`src/rtl/vco_adc_decim.sv`:
```
// Multi-channel VCO-ADC back-end: synchronises quantizer bitstreams, counts rising
// edges over a programmable window and streams the per-channel counts as one frame.
module vco_adc_decim #(
    parameter int NCH         = 4,
    parameter int CNT_W       = 12,
    parameter int DEC_W       = 10,
    parameter int SYNC_STAGES = 2,
    localparam int CH_W       = (NCH > 1) ? $clog2(NCH) : 1
) (
    input  logic             clk,
    input  logic             rst_n,
    input  logic             enable_in,
    input  logic [DEC_W-1:0] dec_ratio,
    input  logic [NCH-1:0]   ch_mask,
    input  logic [NCH-1:0]   quantizer_in,
    output logic [CNT_W-1:0] sample_data,
    output logic [CH_W-1:0]  sample_ch,
    output logic             sample_last,
    output logic             sample_valid,
    input  logic             sample_ready,
    output logic             overrun,
    input  logic             overrun_clr
);

    typedef enum logic {S_IDLE = 1'b0, S_SEND = 1'b1} state_t;

    logic [NCH-1:0]   r_sync [SYNC_STAGES];
    logic [NCH-1:0]   r_prev;
    logic [NCH-1:0]   w_edge;

    logic [DEC_W-1:0] r_wcnt;
    logic [DEC_W-1:0] r_cur;
    logic             r_active;
    logic [DEC_W-1:0] w_r_eff;
    logic [DEC_W-1:0] w_cur;
    logic             w_run;
    logic             w_wend;

    logic [CNT_W-1:0] w_snap [NCH];

    state_t           r_state;
    state_t           w_state_next;
    logic             r_pend;
    logic [NCH-1:0]   r_mask_l;
    logic [CH_W-1:0]  r_idx;
    logic [CH_W-1:0]  w_idx_next;
    logic [CH_W-1:0]  w_lowest;
    logic [CH_W-1:0]  w_higher;
    logic             w_has_higher;
    logic             r_overrun;

    // Synchronisers run regardless of enable so re-enabling never sees stale data
    always_ff @(posedge clk or negedge rst_n) begin
        if (!rst_n) begin
            for (int k = 0; k < SYNC_STAGES; k++) begin
                r_sync[k] <= '0;
            end
            r_prev <= '0;
        end else begin
            r_sync[0] <= quantizer_in;
            for (int k = 1; k < SYNC_STAGES; k++) begin
                r_sync[k] <= r_sync[k-1];
            end
            r_prev <= r_sync[SYNC_STAGES-1];
        end
    end

    assign w_edge  = r_sync[SYNC_STAGES-1] & ~r_prev;

    // The first cycle of a window uses the live ratio; r_cur holds it thereafter
    assign w_r_eff = (dec_ratio < DEC_W'(2)) ? DEC_W'(2) : dec_ratio;
    assign w_cur   = r_active ? r_cur : w_r_eff;
    assign w_run   = ~enable_in;
    assign w_wend  = w_run && (r_wcnt == (w_cur - DEC_W'(1)));

    always_ff @(posedge clk or negedge rst_n) begin
        if (!rst_n) begin
            r_wcnt   <= '0;
            r_cur    <= '0;
            r_active <= 1'b0;
        end else if (!w_run || w_wend) begin
            r_wcnt   <= '0;
            r_active <= 1'b0;
        end else begin
            r_wcnt <= r_wcnt + DEC_W'(1);
            if (!r_active) begin
                r_active <= 1'b1;
                r_cur    <= w_r_eff;
            end
        end
    end

    generate
        for (genvar gi = 0; gi < NCH; gi++) begin : g_ch
            logic [CNT_W-1:0] r_cnt;
            logic [CNT_W-1:0] r_snap;
            logic [CNT_W-1:0] w_cnt_inc;

            assign w_cnt_inc = (&r_cnt) ? r_cnt : r_cnt + CNT_W'(w_edge[gi]);
            assign w_snap[gi] = r_snap;

            always_ff @(posedge clk or negedge rst_n) begin
                if (!rst_n) begin
                    r_cnt <= '0;
                end else if (!w_run || w_wend) begin
                    r_cnt <= '0;
                end else begin
                    r_cnt <= w_cnt_inc;
                end
            end

            // The boundary-cycle edge belongs to the window that is ending
            always_ff @(posedge clk or negedge rst_n) begin
                if (!rst_n) begin
                    r_snap <= '0;
                end else if (w_wend && (r_state == S_IDLE)) begin
                    r_snap <= w_cnt_inc;
                end
            end
        end
    endgenerate

    // Lowest set channel overall, and lowest set channel above the current one
    always_comb begin
        w_lowest     = '0;
        w_higher     = '0;
        w_has_higher = 1'b0;
        for (int j = NCH - 1; j >= 0; j--) begin
            if (r_mask_l[j]) begin
                w_lowest = CH_W'(j);
            end
            if (r_mask_l[j] && (j > int'(r_idx))) begin
                w_higher     = CH_W'(j);
                w_has_higher = 1'b1;
            end
        end
    end

    always_ff @(posedge clk or negedge rst_n) begin
        if (!rst_n) begin
            r_state <= S_IDLE;
        end else begin
            r_state <= w_state_next;
        end
    end

    always_comb begin
        w_state_next = r_state;
        w_idx_next   = r_idx;
        case (r_state)
            S_IDLE: begin
                if (r_pend && (|r_mask_l)) begin
                    w_state_next = S_SEND;
                    w_idx_next   = w_lowest;
                end
            end
            S_SEND: begin
                if (sample_ready) begin
                    if (w_has_higher) begin
                        w_idx_next = w_higher;
                    end else begin
                        w_state_next = S_IDLE;
                    end
                end
            end
            default: w_state_next = S_IDLE;
        endcase
    end

    always_comb begin
        sample_valid = 1'b0;
        sample_data  = '0;
        sample_ch    = '0;
        sample_last  = 1'b0;
        if (r_state == S_SEND) begin
            sample_valid = 1'b1;
            sample_data  = w_snap[r_idx];
            sample_ch    = r_idx;
            sample_last  = ~w_has_higher;
        end
    end

    // A pending frame is consumed (or dropped for an empty mask) on the next IDLE cycle
    always_ff @(posedge clk or negedge rst_n) begin
        if (!rst_n) begin
            r_pend   <= 1'b0;
            r_mask_l <= '0;
            r_idx    <= '0;
        end else begin
            r_idx <= w_idx_next;
            if (w_wend && (r_state == S_IDLE)) begin
                r_pend   <= 1'b1;
                r_mask_l <= ch_mask;
            end else if (r_state == S_IDLE) begin
                r_pend <= 1'b0;
            end
        end
    end

    always_ff @(posedge clk or negedge rst_n) begin
        if (!rst_n) begin
            r_overrun <= 1'b0;
        end else if (w_wend && (r_state == S_SEND)) begin
            r_overrun <= 1'b1;
        end else if (overrun_clr) begin
            r_overrun <= 1'b0;
        end
    end

    assign overrun = r_overrun;

endmodule

```
`config.mk`:
```
export PLATFORM = sky130hd
export DESIGN_NAME = vco_adc_decim
export DESIGN_NICKNAME = d
export VERILOG_FILES = /design/src/rtl/vco_adc_decim.sv
export SDC_FILE = /design/constraint.sdc
export NUM_CORES = 1
export LEC_CHECK = 0
export CAP_MARGIN = 5
export CORE_MARGIN = 5
export CORE_UTILIZATION = 35
export DETAILED_ROUTE_END_ITERATION = 6
export GPL_ROUTABILITY_DRIVEN = 0
export GPL_TIMING_DRIVEN = 0
export SYNTH_ARGS = -nofsm -noshare
export SYNTH_HDL_FRONTEND = slang
export SYNTH_SLANG_ARGS = --single-unit
```
`constraint.sdc`:
```
create_clock -name clk -period 3 [get_ports clk]
set_input_delay 0.9 -clock clk [delete_from_list [all_inputs] [get_ports clk]]
set_output_delay 0.9 -clock clk [all_outputs]
set_load 0.02 [all_outputs]
```
# == Word level (Yosys, flattened, before mapping) ==
# Index checks and enable logic that the tools add are counted.
# totals
regBits,138
latchBits,0
mem_bits_rw,0
romBits,0
inputBits,23
out_inout_bits,17
word_cells,97
mem_count,0
# op_classes
addsub,6
multipliers,0
div,0
magnitude_cmp,5
n_eq_ne,5
n_shift,0
muxes,41
bitwise_logic,6
n_reduce_logical,15
# ops
operator,count
$mux 12,11
$add 12x1->12,4
$reduce_and 12->1,4
$mux 10,3
$bmux 12 s2,1
$mux 2,11
$mux 1,13
$add 10x1->10 const B,1
$eq 10x10->1,1
$lt 10x2->1 const B,1
$sub 10x1->10 const B,1
$logic_and 1x1->1,7
$and 4x4->4,1
$gt 2x2->1 const A,2
$ne 2x1->1 const B,2
$ne 2x2->1 const B,2
$not 4->4,1
$pmux 2 s2,1
$reduce_or 4->1,1
$ge 3x3->1 const B,1
$not 1->1,3
$not 2->3,1
$reduce_and 3->1,1
$gt 1x2->1 const A,1
3 further kinds,3

# == Logic depth before layout (Yosys ltp) ==
# logic_depth
ltp_word,8
depth_mapped,14

# == Worst setup path after synthesis ==
# OpenSTA, ideal clock, no wires.
# synth_timing
path_kind,input port to flip-flop
from,input dec_ratio[3]
to,register r_cur[4]
setup_time_ps,125
arrival_time_ps,3619
t_required_ps,2875
path_slack_ps,-744
cell_stages,10
path_buffers,0
path_cell_list,or4_4 -> o311ai_2 -> and2_1 -> ha_1 -> o21ai_0 -> or3_4 -> a22oi_4 -> a311oi_1 -> nor2_1 -> mux2_2
# synth_via
elab_chain_cells,7
# synth_rtl
element,line,text
from (decl),13,"input logic [DEC_W-1:0] dec_ratio,"
$lt 10x2->1,71,assign w_r_eff = (dec_ratio < DEC_W'(2)) ? DEC_W'(2) : dec_ratio;
$mux 10 (*),71,
$mux 10 (*),n/a,
$sub 10x1->10,74,assign w_wend = w_run && (r_wcnt == (w_cur - DEC_W'(1)));
$eq 10x10->1,74,
$logic_and 1x1->1,74,
$logic_or 1x1->1,81,end else if (!w_run || w_wend) begin
to (signal assigned),88,r_cur <= w_r_eff;
to (decl),32,logic [DEC_W-1:0] r_cur;
# Mark *: on every way between the ends. The rest lies on a longest branch, timed or not.
# A chain may end at the register's enable or synchronous reset.

# == Worst setup path in the final report ==
# layout_timing
from,input dec_ratio[7]
to,register r_cur[2]
# The elaborated chain is that of the path after synthesis.

==> impl_metrics.prom <==
# TYPE chip_impl_metric gauge
chip_impl_metric{name="highest_attainable_clock_frequency",unit="MHz"} 285
chip_impl_metric{name="dp_hpwl",unit="µm"} 12000
chip_impl_metric{name="drt-wirelength-per-cell",unit="µm"} 17.5
chip_impl_metric{name="die_h",unit="µm"} 149
chip_impl_metric{name="min_period",unit="ps"} 3510
chip_impl_metric{name="hold-worst-slack",unit="ps"} 346
chip_impl_metric{name="insertion_delay",unit="ps"} 420
chip_impl_metric{name="drive_gt1_share",unit="%"} 31.3
chip_impl_info{name="netlist.top_cell.by_area",value="sky130_fd_sc_hd__dfrtp_1"} 1
chip_impl_metric{name="fin_skew",unit="ps"} 10.0
chip_impl_metric{name="final-hold-violation-count",unit=""} 0
chip_impl_metric{name="grt_max_degree",unit=""} 104
chip_impl_metric{name="p_leak",unit="nW"} 3.86
chip_impl_metric{name="postLayoutCellArea",unit="µm²"} 9040
chip_impl_metric{name="drc",unit=""} 0
chip_impl_metric{name="grt_use_total",unit="%"} 16.6
chip_impl_info{name="ctsRootBufferMaster",value="sky130_fd_sc_hd__clkbuf_16"} 1
chip_impl_metric{name="setup_viol",unit=""} 123
chip_impl_metric{name="synthesis.nets",unit=""} 679
chip_impl_info{name="post-synth-top-count-cell",value="sky130_fd_sc_hd__dfrtp_1"} 1
chip_impl_info{name="synth_ff_type",value="sky130_fd_sc_hd__dfrtp_1"} 1
chip_impl_metric{name="die_w",unit="µm"} 149
chip_impl_metric{name="share_of_synthesized_area_occupied_by_flip_flops_and_latches",unit="%"} 51.3
chip_impl_metric{name="grt-ovfl-total",unit=""} 0
chip_impl_metric{name="irDropWorstVdd",unit="µV"} 283
chip_impl_metric{name="design.portCount",unit=""} 40
chip_impl_metric{name="antenna_left",unit=""} 0
chip_impl_info{name="setup.worst_path.end_class",value="register"} 1
chip_impl_info{name="timing.critical_path.from_type",value="input port"} 1
chip_impl_metric{name="synth_cell_type_count",unit=""} 57
chip_impl_metric{name="timing.max_cap.violations",unit=""} 0
chip_impl_metric{name="max-slew-margin-rel",unit="%"} 30.2
chip_impl_metric{name="cts-buffers-inserted",unit=""} 17
chip_impl_metric{name="hold_buffers",unit=""} 0
chip_impl_info{name="tritoncts",value="yes"} 1
chip_impl_metric{name="drt-vias-per-instance",unit=""} 5.15
chip_impl_metric{name="buffer_depth_of_the_longest_clock_path",unit=""} 2
chip_impl_metric{name="dp_cells",unit=""} 946
chip_impl_metric{name="synth.yosys.warnings",unit=""} 0
chip_impl_metric{name="timing.final.crit_share",unit="%"} 117
chip_impl_metric{name="netlist_area",unit="µm²"} 6730
chip_impl_metric{name="total_wire_length",unit="µm"} 17800
chip_impl_metric{name="cts_htree_levels",unit=""} 4
chip_impl_metric{name="preCtsSetupSlack",unit="ps"} -1440
chip_impl_info{name="netlist_top_cells_count",value="138 x sky130_fd_sc_hd__dfrtp_1, 102 x sky130_fd_sc_hd__nor2_1, 67 x sky130_fd_sc_hd__nand2_1"} 1
chip_impl_metric{name="dpl-instance-area",unit="µm²"} 7570
chip_impl_info{name="synth.area.top_cells",value="sky130_fd_sc_hd__dfrtp_1 51%, sky130_fd_sc_hd__nor2_1 5.7%, sky130_fd_sc_hd__mux4_2 4.0%"} 1
chip_impl_metric{name="clkTransAtPathRegs",unit="ps"} 60
chip_impl_metric{name="setup_ws",unit="ps"} -512
chip_impl_metric{name="stdcell_count",unit=""} 1013
chip_impl_metric{name="area_delta_synth_final",unit="%"} 34.4
chip_impl_metric{name="asyncSetResetFlopFracSynth",unit="%"} 100
chip_impl_metric{name="die_area",unit="µm²"} 22100
chip_impl_metric{name="arrival",unit="ps"} 3840
chip_impl_metric{name="critical_path.max_fanout",unit=""} 8
chip_impl_metric{name="antenna-diode-count",unit=""} 0
chip_impl_metric{name="power_per_cell_area",unit="nW/µm²"} 532
chip_impl_metric{name="ys_seq_elements",unit=""} 138
chip_impl_metric{name="placeableCoreArea",unit="µm²"} 18800
chip_impl_info{name="outcome",value="finished, violations left"} 1
chip_impl_metric{name="first_iter_violations",unit=""} 392
chip_impl_metric{name="number_of_flops_mapped_to_enable_cells_by_yosys",unit=""} 0
chip_impl_metric{name="avgSynthCellArea",unit="µm²"} 10.4
chip_impl_metric{name="grt_pass1_vias",unit=""} 5293
chip_impl_metric{name="grt_pass1_wl",unit="µm"} 28700
chip_impl_metric{name="max_slew.worst_pin.slew",unit="ps"} 1040
chip_impl_metric{name="port-buffer-count",unit=""} 39
chip_impl_metric{name="timing.critical_path.required",unit="ps"} 3330
chip_impl_metric{name="std_cell_rows",unit=""} 50
chip_impl_metric{name="initial_cell_density_of_the_core",unit="%"} 35.7
chip_impl_metric{name="filler_cell_count",unit=""} 1692
chip_impl_info{name="timing.setup.critical_path_class",value="in2reg"} 1
chip_impl_metric{name="timing.final.max_slew_violations",unit=""} 0
chip_impl_metric{name="cts.sink_count",unit=""} 138
chip_impl_info{name="holdCritPathClass",value="reg2reg"} 1
chip_impl_info{name="unrepaired_setup_endpoints_after_global_routing",value="true"} 1
chip_impl_metric{name="route.vias.total",unit=""} 5217
chip_impl_metric{name="layout.core_utilization",unit="%"} 48.0
chip_impl_metric{name="synth_cells",unit=""} 646
chip_impl_metric{name="design.final.nets",unit=""} 773
chip_impl_metric{name="drt-pass1-iter-count",unit=""} 5
chip_impl_metric{name="synthDominantCellAreaShare",unit="%"} 51.3
chip_impl_metric{name="grt_antenna_before_repair",unit=""} 0
chip_impl_info{name="violated_checks",value="setup timing"} 1
==> area by class of cell <==
cell class | count | area, µm² | share of cell area [%]
multi-input cells | 465 | 3520 | 39.0
clock inverters | 10 | 91.3 | 1.01
flip-flops and latches | 138 | 3460 | 38.2
plain buffers | 25 | 264 | 2.92
clock buffers | 22 | 474 | 5.24
inverters | 13 | 48.8 | 0.540
well taps | 260 | 325 | 3.60
repair buffers | 80 | 858 | 9.49
==> report_power, final <==
part	total [W]	leakage, nW	internal [W]	switching (W)
registers	0.00200	1.86	0.00193	0.0000663
clock network	0.00200	0.277	0.00121	0.000799
logic	0.000809	1.72	0.000355	0.000453
total	0.00481	3.86	0.00349	0.00132
==> sequential cells by signal, indices dropped and copies added (netlist names) <==
register / count
g_ch.r_cnt: 48
r_state: 1
r_cur: 10
overrun: 1
r_wcnt: 10
r_prev: 4
r_mask_l: 4
r_active: 1
g_ch.r_snap: 48
r_sync: 8
r_pend: 1
r_idx: 2
==> final timing paths <==
path	startpoint	cells past startpoint	to	slack, ps
setup reg to reg	r_active$_DFF_PN0_	15	r_cur[2]$_DFFE_PN0P_	-100
hold / removal	r_sync[6]$_DFF_PN0_	0	r_sync[2]$_DFF_PN0_	350
hold reg to reg	r_sync[6]$_DFF_PN0_	0	r_sync[2]$_DFF_PN0_	350
max in group asynchronous	rst_n	2	g_ch[0].r_snap[6]$_DFFE_PN0P_	1820
min in group asynchronous	rst_n	1	r_cur[6]$_DFFE_PN0P_	370
setup / recovery	dec_ratio[7]	14	r_cur[2]$_DFFE_PN0P_	-510
==> cells by family (layout without fill, tap and decap cells) <==
kind of cell	count (synthesis)	count (layout)	synth area share (%)
DFF	138	138	51.3
AOI/OAI and AO/OA	91	91	9.58
buffers and inverters	43	150	2.96
and+or+nand+nor	275	275	19.6
muxes	36	36	7.81
xor gates and xnor gates	53	53	6.90
adders and majority gates	10	10	1.86
==> routing by layer <==
metal | up-vias | GRT usage, % | part of all wire [%]
li1 | 2427 | - | -
met1 | 2651 | 22.5 | 45
met2 | 112 | 26.5 | 50
met3 | 27 | 2.93 | 3.6
met4 | 0 | 6.70 | 2.1
met5 | - | 0 | 0
==> worst max-delay path, stage by stage <==
cell,delay [ps]
sky130_fd_sc_hd__buf_8,90
sky130_fd_sc_hd__or4_4,550
sky130_fd_sc_hd__o311ai_4,300
sky130_fd_sc_hd__and2_4,220
sky130_fd_sc_hd__ha_4,160
sky130_fd_sc_hd__buf_4,120
sky130_fd_sc_hd__o21ai_2,50
sky130_fd_sc_hd__or3_4,340
sky130_fd_sc_hd__a22oi_4,200
sky130_fd_sc_hd__o2111ai_2,170
sky130_fd_sc_hd__nand2b_1,220
sky130_fd_sc_hd__buf_12,190
sky130_fd_sc_hd__buf_12,120
sky130_fd_sc_hd__mux2i_1,210
==> placed cells by master, fill, tap and decap left out, types with 10 or more instances in the layout <==
cell type	count
sky130_fd_sc_hd__and2_1	12
sky130_fd_sc_hd__xnor2_1	29
sky130_fd_sc_hd__and4_1	10
sky130_fd_sc_hd__nand4_1	14
sky130_fd_sc_hd__o21ai_1	27
sky130_fd_sc_hd__mux2i_1	12
sky130_fd_sc_hd__inv_1	12
sky130_fd_sc_hd__buf_4	18
sky130_fd_sc_hd__o21ai_0	14
sky130_fd_sc_hd__dlygate4sd2_1	14
sky130_fd_sc_hd__nand2_1	58
sky130_fd_sc_hd__clkbuf_16	19
sky130_fd_sc_hd__buf_6	18
sky130_fd_sc_hd__nor2_2	21
sky130_fd_sc_hd__dfrtp_1	136
sky130_fd_sc_hd__clkdlybuf4s50_1	15
sky130_fd_sc_hd__mux4_2	12
sky130_fd_sc_hd__nor2_1	51
sky130_fd_sc_hd__nand3_1	24
sky130_fd_sc_hd__buf_12	10
sky130_fd_sc_hd__xor2_1	24
sky130_fd_sc_hd__nor2_4	30
sky130_fd_sc_hd__o21ai_2	21
==> what timing repair did <==
action                                  4_1_cts  5_1_grt
gates cloned                                  9        2
pin swaps                                    63       17
setup buffers                                25       11
endpoints found under the setup margin      138      127
endpoints found under the hold margin         0        0
resized for setup                           183       57
==> per-stage QoR <==
| step | TNS [ps] | power, W |
|---|---|---|
| global placement | -759200 | 0.00267 |
| finish | -53090 | 0.00481 |
| floorplan | -49790 | 0.00243 |
| global route | -64880 | 0.00502 |
| detailed placement | -165270 | 0.00269 |
| CTS | -48100 | 0.00484 |
Note: power is estimated with default switching activity, not from simulation.
